### config.mk
export PLATFORM = sky130hd
export DESIGN_NAME = dfp_scaleb_sched
export DESIGN_NICKNAME = d
export VERILOG_FILES = /design/src/rtl/dfp_scaleb_sched_pkg.sv /design/src/rtl/dfp_scaleb_sched_rr_arbiter.sv /design/src/rtl/dfp_scaleb_sched.sv
export SDC_FILE = /design/constraint.sdc
export NUM_CORES = 1
export LEC_CHECK = 0
export ABC_AREA = 1
export CORE_AREA = 8 8 426 428
export CTS_BUF_LIST = sky130_fd_sc_hd__clkbuf_4
export DETAILED_ROUTE_END_ITERATION = 6
export DIE_AREA = 0 0 434 436
export GPL_ROUTABILITY_DRIVEN = 0
export SYNTH_ARGS = -nofsm -noshare
export SYNTH_HDL_FRONTEND = slang
export SYNTH_SLANG_ARGS = --single-unit
### constraint.sdc
create_clock -name clk -period 7 [get_ports clk]
set_clock_uncertainty 0.15 [all_clocks]
set_input_delay 1.4 -clock clk [delete_from_list [all_inputs] [get_ports clk]]
set_output_delay 1.4 -clock clk [all_outputs]
set_load 0.02 [all_outputs]
### src/rtl/dfp_scaleb_sched_pkg.sv
// Shared types and constants for the DFP128 scaleb issue scheduler.
// Holds the operand format, the request record and the default unit latency.
package dfp_scaleb_sched_pkg;

    typedef logic [127:0] DFP128;

    localparam int DFP_SCALEB_LAT  = 2;
    localparam int DFP_SCALEB_TAGW = 4;

    typedef struct packed {
        DFP128                       a;
        logic [31:0]                 b;
        logic [DFP_SCALEB_TAGW-1:0]  tag;
    } dfp_scaleb_req_t;

    // Lowest set bit of a one-hot vector, as an index.
    function automatic int unsigned onehot_index(input logic [31:0] oh);
        int unsigned idx;
        idx = 32'd0;
        for (int i = 31; i >= 0; i--) begin
            idx = oh[i] ? 32'(i) : idx;
        end
        return idx;
    endfunction

endpackage

### src/rtl/dfp_scaleb_sched_rr_arbiter.sv
// Round-robin arbiter: grants the first requester after ptr_i, wrapping around.
// Output is one-hot, or zero when disabled or nobody requests.
module rr_arbiter
    import dfp_scaleb_sched_pkg::*;
#(
    parameter int N  = 4,
    parameter int PW = $clog2(N)
) (
    input  logic [N-1:0]  req_i,
    input  logic          en_i,
    input  logic [PW-1:0] ptr_i,
    output logic [N-1:0]  gnt_o
);

    logic [PW-1:0] idx_s;
    logic          found_s;
    logic          hit_s;

    // Wrap-around priority scan starting just past the last winner.
    always_comb begin
        gnt_o   = '0;
        found_s = 1'b0;
        idx_s   = '0;
        hit_s   = 1'b0;
        for (int k = 1; k <= N; k++) begin
            idx_s        = PW'((32'(ptr_i) + 32'(k)) % 32'(N));
            hit_s        = en_i & ~found_s & req_i[idx_s];
            gnt_o[idx_s] = gnt_o[idx_s] | hit_s;
            found_s      = found_s | hit_s;
        end
    end

endmodule

### src/rtl/dfp_scaleb_sched.sv
// Issues requests round-robin into a shared, externally instantiated scaleb unit,
// tracks id/tag alongside it and returns results on one registered response channel.
module dfp_scaleb_sched
    import dfp_scaleb_sched_pkg::*;
#(
    parameter int NREQ = 4,
    parameter int LAT  = DFP_SCALEB_LAT,
    parameter int TAGW = DFP_SCALEB_TAGW,
    localparam int IDW = $clog2(NREQ)
) (
    input  logic                       clk,
    input  logic                       rst_n,
    input  logic                       flush,
    input  logic [NREQ-1:0]            req_valid,
    output logic [NREQ-1:0]            req_ready,
    input  logic [NREQ-1:0][127:0]     req_a,
    input  logic [NREQ-1:0][31:0]      req_b,
    input  logic [NREQ-1:0][TAGW-1:0]  req_tag,
    output logic                       su_ce,
    output logic [127:0]               su_a,
    output logic [31:0]                su_b,
    input  logic [127:0]               su_o,
    output logic                       rsp_valid,
    input  logic                       rsp_ready,
    output logic [IDW-1:0]             rsp_id,
    output logic [TAGW-1:0]            rsp_tag,
    output logic [127:0]               rsp_o,
    output logic [31:0]                issued_cnt
);

    logic [NREQ-1:0]           gnt_s;
    logic                      gnt_any_s;
    logic [IDW-1:0]            gnt_id_s;
    logic [TAGW-1:0]           gnt_tag_s;
    logic                      adv_s;

    logic [LAT-1:0]            vld_q,  vld_d;
    logic [LAT-1:0][IDW-1:0]   id_q,   id_d;
    logic [LAT-1:0][TAGW-1:0]  tag_q,  tag_d;
    logic [IDW-1:0]            ptr_q,  ptr_d;
    logic [31:0]               cnt_q,  cnt_d;
    logic                      rsp_valid_q, rsp_valid_d;
    logic [IDW-1:0]            rsp_id_q,    rsp_id_d;
    logic [TAGW-1:0]           rsp_tag_q,   rsp_tag_d;
    logic [127:0]              rsp_o_q,     rsp_o_d;

    // The pipe may move unless its oldest result has nowhere to go.
    assign adv_s = ~vld_q[LAT-1] | ~rsp_valid_q | rsp_ready;

    rr_arbiter #(.N(NREQ), .PW(IDW)) u_arb (
        .req_i (req_valid),
        .en_i  (adv_s & ~flush),
        .ptr_i (ptr_q),
        .gnt_o (gnt_s)
    );

    // One-hot grant steers operands and metadata; nothing granted yields zeros.
    always_comb begin
        gnt_any_s = |gnt_s;
        gnt_id_s  = IDW'(onehot_index(32'(gnt_s)));
        su_a      = '0;
        su_b      = '0;
        gnt_tag_s = '0;
        for (int i = 0; i < NREQ; i++) begin
            su_a      = su_a      | (req_a[i]   & {128{gnt_s[i]}});
            su_b      = su_b      | (req_b[i]   & {32{gnt_s[i]}});
            gnt_tag_s = gnt_tag_s | (req_tag[i] & {TAGW{gnt_s[i]}});
        end
    end

    // Next state: shadow pipe, arbitration pointer, issue counter and response register.
    always_comb begin
        vld_d       = vld_q;
        id_d        = id_q;
        tag_d       = tag_q;
        ptr_d       = gnt_any_s ? gnt_id_s : ptr_q;
        cnt_d       = cnt_q + 32'(gnt_any_s);
        rsp_valid_d = rsp_valid_q;
        rsp_id_d    = rsp_id_q;
        rsp_tag_d   = rsp_tag_q;
        rsp_o_d     = rsp_o_q;

        if (flush) begin
            vld_d = '0;
        end else if (adv_s) begin
            for (int s = LAT-1; s > 0; s--) begin
                vld_d[s] = vld_q[s-1];
                id_d[s]  = id_q[s-1];
                tag_d[s] = tag_q[s-1];
            end
            vld_d[0] = gnt_any_s;
            id_d[0]  = gnt_id_s;
            tag_d[0] = gnt_tag_s;
        end else begin
            vld_d = vld_q;
        end

        // An arriving result beats a simultaneous accept.
        if (flush) begin
            rsp_valid_d = 1'b0;
        end else if (adv_s && vld_q[LAT-1]) begin
            rsp_valid_d = 1'b1;
            rsp_id_d    = id_q[LAT-1];
            rsp_tag_d   = tag_q[LAT-1];
            rsp_o_d     = su_o;
        end else if (rsp_ready) begin
            rsp_valid_d = 1'b0;
        end else begin
            rsp_valid_d = rsp_valid_q;
        end
    end

    // State registers.
    always_ff @(posedge clk or negedge rst_n) begin
        if (!rst_n) begin
            vld_q       <= '0;
            id_q        <= '0;
            tag_q       <= '0;
            ptr_q       <= IDW'(NREQ-1);
            cnt_q       <= 32'd0;
            rsp_valid_q <= 1'b0;
            rsp_id_q    <= '0;
            rsp_tag_q   <= '0;
            rsp_o_q     <= 128'd0;
        end else begin
            vld_q       <= vld_d;
            id_q        <= id_d;
            tag_q       <= tag_d;
            ptr_q       <= ptr_d;
            cnt_q       <= cnt_d;
            rsp_valid_q <= rsp_valid_d;
            rsp_id_q    <= rsp_id_d;
            rsp_tag_q   <= rsp_tag_d;
            rsp_o_q     <= rsp_o_d;
        end
    end

    // Flush must still clock the unit so its stale contents drain harmlessly.
    assign su_ce      = adv_s | flush;
    assign req_ready  = gnt_s;
    assign rsp_valid  = rsp_valid_q;
    assign rsp_id     = rsp_id_q;
    assign rsp_tag    = rsp_tag_q;
    assign rsp_o      = rsp_o_q;
    assign issued_cnt = cnt_q;

endmodule
# Yosys cells after proc, flatten, opt, wreduce, memory -nomap -nowiden
# Index checks and enable logic that the tools add are counted.
dict set report classes {
  addsub 5
  mul 0
  div_mod_pow 0
  order_cmp 8
  eq_ne 0
  n_shift 0
  n_mux 36
  bitwise_logic 45
  n_reduce_logical 10
}
# operator n
set op_table {}
lappend op_table {{128-bit AND} 4}
lappend op_table {{128-bit bitwise OR} 3}
lappend op_table {{32-bit AND} 4}
lappend op_table {{32-bit bitwise OR} 3}
lappend op_table {{32-bit by 1-bit adder with 32-bit output} 1}
lappend op_table {{4-bit AND} 5}
lappend op_table {{1-bit binary-select mux with 2-bit select} 8}
lappend op_table {{1-bit 2-to-1 mux} 15}
lappend op_table {{4-bit bitwise mux} 3}
lappend op_table {{2-bit by 3-bit less-than comparator with 1-bit output (second input constant)} 4}
lappend op_table {{2-bit 2-to-1 mux} 6}
lappend op_table {{4-bit bitwise OR} 3}
lappend op_table {{1-bit bitwise OR} 9}
lappend op_table {{1-bit AND} 8}
lappend op_table {{1-bit demux with 2-bit select} 4}
lappend op_table {{2-bit by 1-bit greater-or-equal comparator with 1-bit output (second input constant)} 4}
lappend op_table {{1-bit inverter} 6}
lappend op_table {{1-bit logical AND} 5}
lappend op_table {{2-bit by 1-bit adder with 2-bit output (second input constant)} 2}
lappend op_table {{2-bit adder (second input constant)} 2}
lappend op_table {{2-bit AND reduction} 2}
lappend op_table {{4-bit OR reduction} 1}
lappend op_table {{3-bit nonzero test} 1}
lappend op_table {{2-bit nonzero test} 1}
dict set report word_totals {
  regBits 183
  latch_bits 0
  mem_bits_rw 0
  mem_bits_ro 0
  inputBits 792
  out_inout_bits 332
  wordCells 115
  mem_count 0
}

# Depth between registers and ports, before layout
# Gate-level depths: netlist (run 1).
dict set report logic_depth {
  word_depth 23
  mapped_depth 37
}

# Modules after synthesis
# A second synthesis (run 1) with hierarchy kept.
dict set report unflattened {
  cells_unflattened 1873
  hier_area_um2 11911.4
}
# module instances cells_each area_per_inst_um2 seq_area_each_um2
set by_module_without_submodules {}
lappend by_module_without_submodules {dfp_scaleb_sched 1 1772 11414.7 4581.9}
lappend by_module_without_submodules {rr_arbiter 1 101 496.7 0.0}

# Worst setup path before layout (run 1)
# OpenSTA, ideal clock, no wires.
dict set report synth_path {
  path_kind {input to register}
  from {input rsp_ready}
  to {register cnt_q[30], in the netlist issued_cnt[30]}
  arrival_ps 5191
  path_slack_ps 1579
  path_stages 34
  path_buffers 0
  cell_sequence {nor2_1 nor2_4 inv_1 a21oi_1 nand2_2 nand3_1 nand3_1 nand3_1 nand2_1 nand3_1 nand3_1 nand3_1 nand2_2 nand3_1 nand2_1 nand2_1 nor2_1 inv_1 ha_1 ha_1 nand3_1 inv_1 nand2_1 inv_1 nand4_1 nor4_1 nand4_1 nor2_1 inv_1 nor2_1 and3_1 nand3_1 nor2_1 xor2_1}
}
dict set report synth_between {
  elab_chain_cells 19
  word_cells_on_any_way 30
  cone_classes {add/sub: 1; mux: 9; bitwise: 19; reduce/logical: 1}
}
# element line
set synth_lines {}
lappend synth_lines {{start: declaration} dfp_scaleb_sched.sv:24} ;# input logic rsp_ready,
lappend synth_lines {{1-bit bitwise OR *} dfp_scaleb_sched.sv:48} ;# assign adv_s = ~vld_q[LAT-1] | ~rsp_valid_q | rsp_ready;
lappend synth_lines {{1-bit AND *} dfp_scaleb_sched.sv:52} ;# .en_i (adv_s & ~flush),
lappend synth_lines {{1-bit AND} dfp_scaleb_sched_rr_arbiter.sv:27} ;# hit_s = en_i & ~found_s & req_i[idx_s];
lappend synth_lines {{1-bit bitwise OR} dfp_scaleb_sched_rr_arbiter.sv:28} ;# gnt_o[idx_s] = gnt_o[idx_s] | hit_s;
lappend synth_lines {{4-bit AND (no source line)} --}
lappend synth_lines {{1-bit binary-select mux with 2-bit select} dfp_scaleb_sched_rr_arbiter.sv:28}
lappend synth_lines {{1-bit 2-to-1 mux (not written as such)} dfp_scaleb_sched_rr_arbiter.sv:28}
lappend synth_lines {{1-bit bitwise OR} dfp_scaleb_sched_rr_arbiter.sv:28}
lappend synth_lines {{[... 4 more ...]} --}
lappend synth_lines {{4-bit bitwise mux} dfp_scaleb_sched_rr_arbiter.sv:28}
lappend synth_lines {{1-bit binary-select mux with 2-bit select} dfp_scaleb_sched_rr_arbiter.sv:28}
lappend synth_lines {{1-bit 2-to-1 mux (not written as such)} dfp_scaleb_sched_rr_arbiter.sv:28}
lappend synth_lines {{1-bit bitwise OR} dfp_scaleb_sched_rr_arbiter.sv:28}
lappend synth_lines {{4-bit bitwise mux *} dfp_scaleb_sched_rr_arbiter.sv:28}
lappend synth_lines {{4-bit OR reduction *} dfp_scaleb_sched.sv:59} ;# gnt_any_s = |gnt_s;
lappend synth_lines {{32-bit by 1-bit adder with 32-bit output *} dfp_scaleb_sched.sv:77} ;# cnt_d = cnt_q + 32'(gnt_any_s);
lappend synth_lines {{net cnt_d[30]} dfp_scaleb_sched.sv:41} ;# logic [31:0] cnt_q, cnt_d;
lappend synth_lines {{end signal: assignment} dfp_scaleb_sched.sv:130} ;# cnt_q <= cnt_d;
lappend synth_lines {{end: declaration} dfp_scaleb_sched.sv:41}
# Mark *: on every way through the listed nets, which the timed path passes. The rest lies on a longest branch. The select of a mux whose other input is x is not followed.
# A chain may end at the register's enable or synchronous reset.

# Final worst setup path (run 1)
dict set report layout_path {
  from {input rsp_ready}
  to {output su_b[4]}
}
dict set report layout_between {
  elab_chain_cells 21
  word_cells_on_any_way 35
  cone_classes {mux: 9; bitwise: 26}
}
# element line
set layout_lines {}
lappend layout_lines {{1-bit bitwise OR *} dfp_scaleb_sched.sv:48}
lappend layout_lines {{1-bit AND *} dfp_scaleb_sched.sv:52}
lappend layout_lines {{1-bit AND} dfp_scaleb_sched_rr_arbiter.sv:27}
lappend layout_lines {{1-bit bitwise OR} dfp_scaleb_sched_rr_arbiter.sv:28}
lappend layout_lines {{4-bit AND (no source line)} --}
lappend layout_lines {{1-bit binary-select mux with 2-bit select} dfp_scaleb_sched_rr_arbiter.sv:28}
lappend layout_lines {{1-bit 2-to-1 mux (not written as such)} dfp_scaleb_sched_rr_arbiter.sv:28}
lappend layout_lines {{1-bit bitwise OR} dfp_scaleb_sched_rr_arbiter.sv:28}
lappend layout_lines {{[... 4 more ...]} --}
lappend layout_lines {{4-bit bitwise mux} dfp_scaleb_sched_rr_arbiter.sv:28}
lappend layout_lines {{1-bit binary-select mux with 2-bit select} dfp_scaleb_sched_rr_arbiter.sv:28}
lappend layout_lines {{1-bit 2-to-1 mux (not written as such)} dfp_scaleb_sched_rr_arbiter.sv:28}
lappend layout_lines {{1-bit bitwise OR} dfp_scaleb_sched_rr_arbiter.sv:28}
lappend layout_lines {{4-bit bitwise mux *} dfp_scaleb_sched_rr_arbiter.sv:28}
lappend layout_lines {{32-bit AND} dfp_scaleb_sched.sv:66} ;# su_b = su_b | (req_b[i] & {32{gnt_s[i]}});
lappend layout_lines {{32-bit bitwise OR (2 in a row)} dfp_scaleb_sched.sv:66}
lappend layout_lines {{32-bit bitwise OR *} dfp_scaleb_sched.sv:66}
lappend layout_lines {{end: declaration} dfp_scaleb_sched.sv:21} ;# output logic [31:0] su_b,
# Every way passes the cells marked *; elsewhere a longest branch is shown, timed or not. The select of a mux whose other input is x is not followed.

==> summary.md, run 1 <==
| Metric | Value |
|---|---|
| Initial core utilization | `7.70%` |
| CP bufs+invs | `6` |
| Max incr delay on CP | `0.62 ns` |
| Slew HR | `31.7%` |
| Final worst path period share | `98.0%` |
| TNS Setup | `0 ns` |
| Vias in the first global route | `17900` |
| Placed Instance Area | `0.0287 mm^2` |
| Max Slew Vio Count | `0` |
| Worst-case reg-to-reg path depth | `35` |
| Total global-route track usage | `14.7%` |
| Ys async rst share | `100%` |
| CP Data Required Time | `5.45 ns` |
| Share of the synthesized area in the top cell type | `33.6%` |
| Most used cell along the critical path | `nand3_1` |
| Synth area leaders | `nand2_1, dfrtp_1, mux2_2, inv_1, nand3_1` |
| TritonRoute pass-1 iters | `7` |
| Count of different cell masters after synthesis | `30` |
| Primary FF master, synth | `dfrtp_1` |
| Number of remaining DRC errors | `13` |
| CTS Buffer Depth | `2` |
| Die height | `436 um` |
| Status | `finished, violations left` |
| DR vias | `18700` |
| Finished Core Util | `16.8%` |
| Final Hold Viols | `0` |
| Reg2reg setup slack | `0.92 ns` |
| Antenna-violating nets left | `0` |
| Post-synth top cells | `nand2_1, inv_1, dfrtp_1, mux2_2, nand3_1` |
| Synth Net Count | `2933` |
| Post-Syn Area | `0.0135 mm^2` |
| WL per Instance | `26.5 um` |
| FMAX | `146 MHz` |
| Max-cap viol count | `0` |
| Slowest CP cell | `clkdlybuf4s50_1` |
| Leak | `13.9 nW` |
| TritonCTS Buffers | `17` |
| Filler instances | `19900` |
| Critical-path cell list | `clkdlybuf4s50_1, nor2_1, nor2_4, clkinvlp_4, a21oi_1, nand2_2, nand3_1, nand3_1, nand3_1, nand2_1, nand3_1, nand3_1, nand3_1, nand2_2, nand3_2, nand2_4, clkinv_8, buf_16, nand2_1, nand2_1, inv_1, nand2_1, clkdlybuf4s50_1` |
| Reg-to-Reg End | `issued_cnt[30]` |
| Clock Sinks | `183` |
| Post-synth EDFFs | `0` |
| Startpoint types | `input pin` |
| Fin crit period | `6.86 ns` |
| Worst Path Arrival | `5.31 ns` |
| Port bufs | `1123` |
| H-tree levels | `4` |
| Post-synth top area cell | `nand2_1` |
| Area delta synth->final | `118%` |
| Peak VDD IR | `0.316 mV` |
| Largest delay share family, worst path | `simple AND/OR/NAND/NOR gates` |
| Die area | `0.189 mm^2` |
| Footprint of the multi-input gates | `0.00707 mm^2` |
| Die span in x | `434 um` |
| Largest net degree at the start of global routing | `79` |
| Latest clock arrival within the worst-skew pair | `0.73 ns` |
| Routed wire length | `149000 um` |
| DRT iter0 DRCs | `1806` |
| Vias per inst | `3.33` |
| Global-route wire length before repair | `184000 um` |
| Hold crit path type | `flop to flop` |
| Count of final setup violators | `0` |
| Final net count | `4043` |
| Dpl hpwl | `135000 um` |
| Post-layout instance area | `0.0294 mm^2` |
| Cell count after synthesis | `2134` |
| Worst Hold Depth | `1` |
| Post-synthesis sequential area ratio | `34.0%` |
| Slew at the pin closest to its max-slew limit | `1.03 ns` |
| GR Overflow Total | `0` |
| Initial antenna violation count | `135` |
| Count leader, synth | `nand2_1` |
| End of the worst hold path | `issued_cnt[31]` |
| Hold WS | `0.355 ns` |
| Core area | `0.175 mm^2` |
| Rows | `154` |
| Mean Syn Cell Area | `6.31 um^2` |
| Hold Startpoint | `issued_cnt[31]` |
| RR Startpoint | `ptr_q[0]` |
| Failing checks | `design-rule violations` |
| Register area | `0.00459 mm^2` |
| Ports | `1124` |
| Worst setup EP type | `primary output` |
| Clock transition at path regs | `0.18 ns` |
| Kind of critical path | `input pin to primary output` |
| TritonCTS clock tree | `built` |
| Critical path peak fanout | `38` |
| Pwr/cell area | `639 mW/mm^2` |
| Cts hold-fix bufs | `0` |
| Clk root buf | `clkbuf_4` |
| Register bit total from synthesis | `183` |
| Share of cells above drive strength 1 | `10.9%` |
| Synth Warn # | `0` |
## layout make-up
cell class              instances  area share [%]
repair buffers               1174            44.2
multi-input cells            1500            24.1
flip-flops and latches        183            15.6
well taps                    2340            9.96
inverters                     366            4.82
clock inverters                15           0.613
clock buffers                  17           0.434
diodes                         27           0.230
repair inverters                2          0.0596
## sequential cells by signal, summed over array words and instances, names as in the netlist
| signal | flops |
|---|---|
| rsp_o | 128 |
| issued_cnt | 32 |
| tag_q | 8 |
| id_q | 4 |
| rsp_tag | 4 |
| ptr_q | 2 |
| rsp_id | 2 |
| vld_q | 2 |
| rsp_valid | 1 |
## worst register-to-register path, delay by kind of cell (launching register included)
family	cells	cell delay, ns
AOI/OAI and AO/OA	1	0.33
DFF	1	0.70
buffers and inverters	6	0.56
xor gates and xnor gates	1	0.19
and+or+nand+nor	24	3.49
adders and majority gates	3	0.62
## metrics by stage
step	total power (W)	setup WS [ns]	cells
3_5_place_dp	0.0181	0.0631	5554
5_1_grt	0.0199	-0.0935	5606
2_1_floorplan	0.00783	1.58	2134
3_3_place_gp	0.0181	0.175	5554
6_report	0.0188	0.138	5624
4_1_cts	0.0189	0.0145	5585
## report_power, final
part / switching (W) / total [W] / internal, W
clock: 0.000487 / 0.000657 / 0.000170
combinational: 0.0103 / 0.0166 / 0.00635
sequential: 0.000176 / 0.00151 / 0.00134
total: 0.0109 / 0.0188 / 0.00785
## worst max path at each step
stage | startpoint | end | cells past startpoint
5_1_grt | rsp_ready | su_a[126] | 23
6_report | rsp_ready | su_b[4] | 23
4_1_cts | ptr_q[0] | su_b[6] | 25
3_5_place_dp | rsp_ready | su_a[2] | 24
3_3_place_gp | rsp_ready | su_a[2] | 24
2_1_floorplan | rsp_ready | issued_cnt[30] | 34
## timing repair
item,in CTS,in global routing
pin swaps,0,2
buffers inserted,0,9
gates resized for setup,4,38
cloned,0,3
endpoints found under the setup margin,45,104
## layout by cell type (no fill, tap or decap), drive strengths merged, types with 2 or more instances in the layout
cell | Yosys | routed
diode | 0 | 27
dlymetal6s2s | 0 | 19
nand2 | 1214 | 1214
nand3 | 56 | 56
buf | 73 | 171
a21oi | 4 | 4
mux2 | 128 | 128
dfrtp | 181 | 181
dfstp | 2 | 2
xor2 | 20 | 20
nand4 | 12 | 12
nor2 | 23 | 23
clkinv | 0 | 10
nor4 | 2 | 2
clkinvlp | 0 | 2
ha | 7 | 7
clkdlybuf4s50 | 0 | 982
xnor2 | 8 | 8
clkbuf | 12 | 19
o21ai | 21 | 21
inv | 366 | 371
## cell families (layout without fill, tap and decap cells)
kind of cell               after synthesis  after routing  synth area share (%)
buffers and inverters                  451           1574                  14.1
other                                    0             27                     0
DFF                                    183            183                  34.0
muxes                                  128            128                  10.7
and+or+nand+nor                       1310           1310                  37.7
AOI/OAI and AO/OA                       27             27                  1.04
xor gates and xnor gates                28             28                  1.82
adders and majority gates                7              7                 0.650
## metal layers
| layer | track usage, % | wire length (um) |
|---|---|---|
| met1 | 16.1 | 53700 |
| met4 | 3.25 | 3990 |
| met5 | 0 | 570 |
| met3 | 7.62 | 19100 |
| met2 | 25.2 | 71500 |
Power figures use the tool's default switching activity.
==> run 2, diff against run 1 <==
--- a/config.mk
+++ b/config.mk
@@ -6,11 +6,14 @@
 export NUM_CORES = 1
 export LEC_CHECK = 0
 export ABC_AREA = 1
-export CORE_AREA = 8 8 426 428
+export CELL_PAD_IN_SITES_DETAIL_PLACEMENT = 1
+export CELL_PAD_IN_SITES_GLOBAL_PLACEMENT = 1
+export CORE_AREA = 8 8 428 430
 export CTS_BUF_LIST = sky130_fd_sc_hd__clkbuf_4
 export DETAILED_ROUTE_END_ITERATION = 6
-export DIE_AREA = 0 0 434 436
+export DIE_AREA = 0 0 436 438
 export GPL_ROUTABILITY_DRIVEN = 0
+export PLACE_DENSITY_LB_ADDON = 0.1
 export SYNTH_ARGS = -nofsm -noshare
 export SYNTH_HDL_FRONTEND = slang
 export SYNTH_SLANG_ARGS = --single-unit
==> run 2 against run 1 <==
  * The run now ends clean
  * Clock power is 6.4% lower
  * Combinational power is 13% lower
  * Fmax is 4.2% higher
  * Critical path depth is 3 higher
  * Critical path type unchanged
  * Critical endpoint is now su_a[20]
==> summary.md, run 2 (synthesis gave the netlist of run 1 again) <==
| Metric | Value |
|---|---|
| TritonCTS Buffers | `17 (unchanged)` |
| Logic pwr share | `87.2% (-1.2 points)` |
| Initial core utilization | `7.61% (-0.083 points)` |
| Antenna-violating nets left | `0 (unchanged)` |
| Largest net degree at the start of global routing | `111 (+41%)` |
| H-tree levels | `4 (unchanged)` |
| TritonRoute pass-1 iters | `5 (-2)` |
| CP bufs+invs | `7 (+1)` |
| Switching part of the total | `58.5% (+0.31 points)` |
| Slowest CP cell | `clkdlybuf4s50_1` |
| Die area | `0.191 mm^2 (+0.92%)` |
| Kind of critical path | `input pin to primary output` |
| Final net count | `4071 (+0.69%)` |
| Leak | `14.0 nW (+0.35%)` |
| Cts hold-fix bufs | `0 (unchanged)` |
| Clock share of power | `3.7% (+0.2 points)` |
| Worst Path Arrival | `5.04 ns (-0.27 ns)` |
| Total global-route track usage | `15.0% (+0.28 points)` |
| Most common cell after layout, fill and taps aside | `nand2_1` |
| Rows | `155 (+0.65%)` |
| Pwr/cell area | `577 mW/mm^2 (-9.6%)` |
| Final std cells w/o fill | `5662 (+0.68%)` |
| Placed cell count | `5606 (+0.94%)` |
| Routed wire length | `151000 um (+1.4%)` |
| Clk root buf | `clkbuf_4` |
| Register share of total power | `9.1% (+1.0 points)` |
| Latest clock arrival within the worst-skew pair | `0.69 ns (-0.04 ns)` |
| Status | `finished, final reports clean` |
| Clock transition at path regs | `0.16 ns (-0.02 ns)` |
| Net Sw Power | `0.00972 W (-11%)` |
| CP Data Required Time | `5.45 ns (about the same)` |
| Int Pwr | `0.00690 W (-12%)` |
| Fin crit period | `6.59 ns (-0.277 ns)` |
| Ports | `1124 (unchanged)` |
| CTS Buffer Depth | `2 (unchanged)` |
| Critical path peak fanout | `33 (-13%)` |
| Placed Instance Area | `0.0283 mm^2 (-1.6%)` |
| Final Hold Viols | `0 (unchanged)` |
| Worst setup EP type | `primary output` |
| Max reg flops | `128 (unchanged)` |
| TNS Setup | `0 ns (unchanged)` |
| Clock Sinks | `183 (unchanged)` |
| Share of cells above drive strength 1 | `10.6% (-0.28 points)` |
| Global-route wire length before repair | `193000 um (+4.9%)` |
| Most used cell along the critical path | `nand3_1` |
| GR Overflow Total | `0 (unchanged)` |
| Startpoint types | `input pin` |
| Core area | `0.177 mm^2 (+1.1%)` |
| Max-cap viol count | `0 (unchanged)` |
| Number of remaining DRC errors | `0 (-13)` |
| Die span in x | `436 um (+0.46%)` |
| Final total power | `0.0166 W (-11%)` |
| FMAX | `152 MHz (+4.2%)` |
| Dpl hpwl | `135000 um (+0.24%)` |
| Die height | `438 um (+0.46%)` |
| Hold crit path type | `flop to flop` |
| Max incr delay on CP | `0.64 ns (+0.02 ns)` |
| Most frequent cells in the layout | `nand2_1, clkdlybuf4s50_1, inv_1, dfrtp_1, mux2_2` |
| Vias per inst | `3.11 (-6.5%)` |
| Slew at the pin closest to its max-slew limit | `0.804 ns (-0.221 ns)` |
| WL per Instance | `26.7 um (+0.69%)` |
| Final worst path period share | `94.1% (-4.0 points)` |
| Area delta synth->final | `114%` |
| Finished Core Util | `16.3% (-0.52 points)` |
| DR vias | `17600 (-5.9%)` |
| Post-layout instance area | `0.0288 mm^2 (-2.0%)` |
| Largest delay share family, worst path | `simple AND/OR/NAND/NOR gates` |
| TritonCTS clock tree | `built` |
| Count of final setup violators | `0 (unchanged)` |
| Port bufs | `1123 (unchanged)` |
| Peak VDD IR | `0.213 mV (-32%)` |
| DRT iter0 DRCs | `724 (-60%)` |
| Initial antenna violation count | `96 (-29%)` |
| Vias in the first global route | `18800 (+4.6%)` |
| Slew HR | `46.4% (+15 points)` |
| Max Slew Vio Count | `0 (unchanged)` |
-- run 2: area by class of cell --
type / count / area (um^2)
multi-input combinational: 1500 / 7030
antenna: 22 / 55.1
timing repair buffer: 1204 / 12600
sequential: 183 / 4580
fill: 21300 / 148000
clock inverter: 10 / 71.3
clock buffer: 22 / 165
tap: 2355 / 2950
inverter: 366 / 1390
-- run 2: timing repair --
action	in CTS	in global routing
gates resized for setup	0	80
endpoints found under the setup margin	0	107
buffers inserted	0	1
-- run 2: worst paths after layout --
check	cells past startpoint	to	slack, ns	start
min in group asynchronous	1	rsp_o[116]	0.54	rst_n
hold reg to reg	2	id_q[2]	0.32	id_q[0]
setup / recovery	26	su_a[20]	0.41	req_valid[0]
hold / removal	2	id_q[2]	0.32	id_q[0]
max in group asynchronous	2	rsp_o[105]	4.86	rst_n
setup reg to reg	38	issued_cnt[30]	1.23	ptr_q[1]
-- run 2: worst reg2reg max path: cells and delay by family (launching register included) --
| family | cells | cell delay (ns) |
|---|---|---|
| adder cells (fa/ha/maj) | 3 | 0.70 |
| XOR/XNOR | 1 | 0.14 |
| AND/OR/NAND/NOR | 27 | 3.28 |
| flip-flops | 1 | 0.63 |
| buffers and inverters | 7 | 0.83 |
-- run 2: per-layer routing --
layer | vias up | routed length (um) | global-route usage (%)
li1 | 8563 | - | -
met1 | 8311 | 58700 | 17.0
met2 | 513 | 82000 | 29.0
met3 | 168 | 8280 | 4.03
met4 | 40 | 1620 | 1.05
met5 | - | 253 | 0
-- run 2: through the flow --
stage | hold WS [ns] | worst slack [ns]
after floorplan | 0.299 | 1.58
final | 0.323 | 0.415
after global routing | 0.362 | -0.00899
after global placement | 0.317 | 0.219
after detailed placement | 0.317 | 0.222
after CTS | 0.331 | 0.000556
-- run 2: power by group through the flow --
| stage | combinational, W | sequential (W) | clock (W) |
|---|---|---|---|
| finish | 0.0145 | 0.00151 | 0.000615 |
| CTS | 0.0152 | 0.00152 | 0.000668 |
| detailed placement | 0.0152 | 0.00154 | 0 |
| global placement | 0.0152 | 0.00153 | 0 |
| global route | 0.0159 | 0.00156 | 0.000704 |
| floorplan | 0.00604 | 0.00180 | 0 |
==> run 3, diff against run 2 <==
--- a/config.mk
+++ b/config.mk
@@ -5,13 +5,13 @@
 export SDC_FILE = /design/constraint.sdc
 export NUM_CORES = 1
 export LEC_CHECK = 0
-export ABC_AREA = 1
+export ABC_AREA = 0
 export CELL_PAD_IN_SITES_DETAIL_PLACEMENT = 1
 export CELL_PAD_IN_SITES_GLOBAL_PLACEMENT = 1
-export CORE_AREA = 8 8 428 430
+export CORE_AREA = 8 8 436 438
 export CTS_BUF_LIST = sky130_fd_sc_hd__clkbuf_4
 export DETAILED_ROUTE_END_ITERATION = 6
-export DIE_AREA = 0 0 436 438
+export DIE_AREA = 0 0 444 446
 export GPL_ROUTABILITY_DRIVEN = 0
 export PLACE_DENSITY_LB_ADDON = 0.1
 export SYNTH_ARGS = -nofsm -noshare
==> run 3 against run 2 <==
  * Via count decreased by 14%
  * Routed wire length decreased by 5.8%
  * Combinational power hardly changed
  * Critical endpoint is now su_a[44]
  * Highest routed layer unchanged
  * Sequential share of layout area up 0.83 points
  * Register-to-register slack gained 0.02 ns
  * Worst setup slack lost 0.23 ns
  * Sequential cell count stayed put
  * Final area down 5.0%
  * Synthesized cell count down 48%
  * Cell count shrank 17%
==> summary.md, run 3 <==
| Metric | Value |
|---|---|
| Uppermost routed layer | `met5` |
| Critical path peak fanout | `19 (-42%)` |
| Ys async rst share | `100% (unchanged)` |
| Initial antenna violation count | `108 (+13%)` |
| Max-cap viol count | `0 (unchanged)` |
| Placed cell count | `4629 (-17%)` |
| Final std cells w/o fill | `4687 (-17%)` |
| CTS Buffer Depth | `2 (unchanged)` |
| Register area | `0.00458 mm^2 (unchanged)` |
| Vias per inst | `3.23 (+3.9%)` |
| H-tree levels | `4 (unchanged)` |
| Post-synth top area cell | `dfrtp_1` |
| Cell count after synthesis | `1115 (-48%)` |
| Area delta synth->final | `146%` |
| Core area | `0.184 mm^2 (+3.8%)` |
| Clock transition at path regs | `0.17 ns (about the same)` |
| Filler instances | `21300 (-0.080%)` |
| Largest delay share family, worst path | `buffers and inverters` |
| Rows | `158 (+1.9%)` |
| Final total power | `0.0169 W (+2.0%)` |
| Final net count | `3047 (-25%)` |
| WL per Instance | `30.3 um (+14%)` |
| Metal-1 WL | `44800 um (-24%)` |
| Final Hold Viols | `0 (unchanged)` |
| Largest net degree at the start of global routing | `110 (-0.90%)` |
| Peak VDD IR | `0.339 mV (+59%)` |
| Reg2reg setup slack | `1.25 ns (+0.02 ns)` |
| Max reg flops | `128 (unchanged)` |
| Max Slew Vio Count | `0 (unchanged)` |
| DR vias | `15100 (-14%)` |
| Number of remaining DRC errors | `0 (unchanged)` |
| Cts hold-fix bufs | `0 (unchanged)` |
| Latest clock arrival within the worst-skew pair | `0.79 ns (+0.10 ns)` |
| Worst setup EP type | `primary output` |
| Kind of critical path | `input pin to primary output` |
| Die area | `0.198 mm^2 (+3.7%)` |
| Synth Warn # | `0 (unchanged)` |
| Total global-route track usage | `13.5% (-1.4 points)` |
| Hold crit path type | `flop to flop` |
| Antenna-violating nets left | `0 (unchanged)` |
| Post-synth EDFFs | `0 (unchanged)` |
| Metal3 WL | `10300 um (+25%)` |
| Post-layout instance area | `0.0274 mm^2 (-5.0%)` |
| Count of different cell masters after synthesis | `52 (+73%)` |
| Ports | `1124 (unchanged)` |
| Share of the synthesized area in the top cell type | `40.7% (+7.0 points)` |
| Initial core utilization | `6.07% (-1.5 points)` |
| Port bufs | `1123 (unchanged)` |
| Status | `finished, final reports clean` |
| TritonCTS clock tree | `built` |
| Met2 WL | `82700 um (+0.81%)` |
| Leak | `10.2 nW (-27%)` |
| CP Data Required Time | `5.45 ns (about the same)` |
| Most frequent cells in the layout | `clkdlybuf4s50_1, a22oi_1, nand2_1, dfrtp_1, mux2_2` |
| Count leader, synth | `a22oi_1` |
| DRT iter0 DRCs | `792 (+9.4%)` |
| Die span in x | `444 um (+1.8%)` |
| Pwr/cell area | `619 mW/mm^2 (+7.3%)` |
| Max incr delay on CP | `0.61 ns (-0.03 ns)` |
| Register bit total from synthesis | `183 (unchanged)` |
| Post-synth top cells | `a22oi_1, nand2_1, dfrtp_1, mux2_2, buf_2` |
| Critical-path cell list | `clkdlybuf4s50_1, mux4_2, nor3_1, a32oi_2, a221oi_2, o22ai_4, a31oi_4, buf_12, buf_12, buf_4, a22oi_1, buf_4, nand2_1, buf_4, buf_12` |
| Startpoint types | `input pin` |
| Routed wire length | `142000 um (-5.8%)` |
| CP bufs+invs | `7 (unchanged)` |
| Clock Sinks | `183 (unchanged)` |
| Synth area leaders | `dfrtp_1, a22oi_1, mux2_2, nand2_1, buf_2` |
| Global-route wire length before repair | `178000 um (-7.8%)` |
| Slew at the pin closest to its max-slew limit | `0.872 ns (+0.0682 ns)` |
| Primary FF master, synth | `dfrtp_1` |
| Count of final setup violators | `0 (unchanged)` |
| Footprint of the multi-input gates | `0.00619 mm^2 (-12%)` |
| Dpl hpwl | `127000 um (-6.3%)` |
| Vias in the first global route | `16400 (-12%)` |
| Finished Core Util | `14.9% (-1.4 points)` |
| FMAX | `147 MHz (-3.4%)` |
| Share of cells above drive strength 1 | `18.4% (+7.8 points)` |
| Placed Instance Area | `0.0269 mm^2 (-5.0%)` |
| GR Overflow Total | `0 (unchanged)` |
| Slowest CP cell | `mux4_2` |
| Synth Net Count | `1914 (-35%)` |
| Clk root buf | `clkbuf_4` |
| TritonCTS Buffers | `17 (unchanged)` |
| TritonRoute pass-1 iters | `5 (unchanged)` |
| Fin crit period | `6.82 ns (+0.231 ns)` |
| Slew HR | `41.8% (-4.5 points)` |
| Die height | `446 um (+1.8%)` |
| Post-synthesis sequential area ratio | `41.1% (+7.1 points)` |
| Post-Syn Area | `0.0111 mm^2 (-17%)` |
| Final worst path period share | `97.4% (+3.3 points)` |
| Most common cell after layout, fill and taps aside | `clkdlybuf4s50_1` |
| Mean Syn Cell Area | `9.99 um^2 (+58%)` |
| TNS Setup | `0 ns (unchanged)` |
| Worst Path Arrival | `5.27 ns (+0.23 ns)` |
-- run 3: cell count changes after synthesis, sizes merged, moves of 9 or more --
cell | previous run | this run
nand2 | 1214 | 200
o21ai | 21 | 5
nand3 | 56 | 15
xor2 | 20 | 10
mux2 | 128 | 139
nor2 | 23 | 14
buf | 73 | 59
inv | 366 | 10
clkbuf | 12 | 39
a22oi | 0 | 326
xnor2 | 8 | 20
-- run 3: where the power goes --
| part | total (W) | internal [W] | switching [W] |
|---|---|---|---|
| Sequential | 0.00175 | 0.00147 | 0.000277 |
| Combinational | 0.0145 | 0.00623 | 0.00824 |
| Clock | 0.000722 | 0.000234 | 0.000489 |
| Total | 0.0169 | 0.00794 | 0.00900 |
-- run 3: final cells by class --
cell class / count / area share, %
Antenna cell: 26 / 0.238
Multi-Input combinational cell: 824 / 22.6
Timing Repair Buffer: 1212 / 48.1
Sequential cell: 183 / 16.7
Clock inverter: 15 / 0.745
Clock buffer: 17 / 0.466
Inverter: 10 / 0.137
Tap cell: 2400 / 11.0
-- run 3: worst min-delay path: cells and delay by family (launching register included) --
family           cells  cell delay [ns]
DFF                  1             0.38
and+or+nand+nor      2             0.10
-- run 3: per-stage QoR --
step | hold slack [ns] | worst slack, ns
finish | 0.348 | 0.184
global route | 0.302 | -0.0315
CTS | 0.255 | -0.0305
detailed placement | 0.319 | -0.0317
global placement | 0.307 | -0.179
floorplan | 0.289 | 1.55
-- run 3: layer usage --
| layer | up-vias | GRT usage, % |
|---|---|---|
| li1 | 6539 | - |
| met1 | 7477 | 12.4 |
| met2 | 811 | 28.1 |
| met3 | 233 | 4.66 |
| met4 | 74 | 3.11 |
| met5 | - | 0 |
-- run 3: repair_timing --
action                     CTS  global route
gates cloned                 0             0
setup endpoints to repair   86            39
resized for setup           17             5
pin swaps                    1             1
setup buffers                0             0
-- run 3: final timing paths --
kind | depth (start not counted) | from | end
setup / recovery | 15 | req_valid[3] | su_a[44]
hold / removal | 2 | id_q[3] | id_q[3]
setup reg to reg | 20 | ptr_q[0] | issued_cnt[27]
hold reg to reg | 2 | id_q[3] | id_q[3]
max in group asynchronous | 2 | rst_n | issued_cnt[18]
min in group asynchronous | 1 | rst_n | rsp_o[55]
-- run 3: logic make-up (layout without fill, tap and decap cells) --
family	Yosys count	after routing	share of synthesized area [%]
AO/OA/AOI/OAI	373	373	25.9
XOR/XNOR	30	30	2.36
adder cells (fa/ha/maj)	7	7	0.786
buffers and inverters	108	1254	4.34
flip-flops	183	183	41.1
multiplexers	148	148	15.5
other	0	26	0
AND/OR/NAND/NOR	266	266	10.1
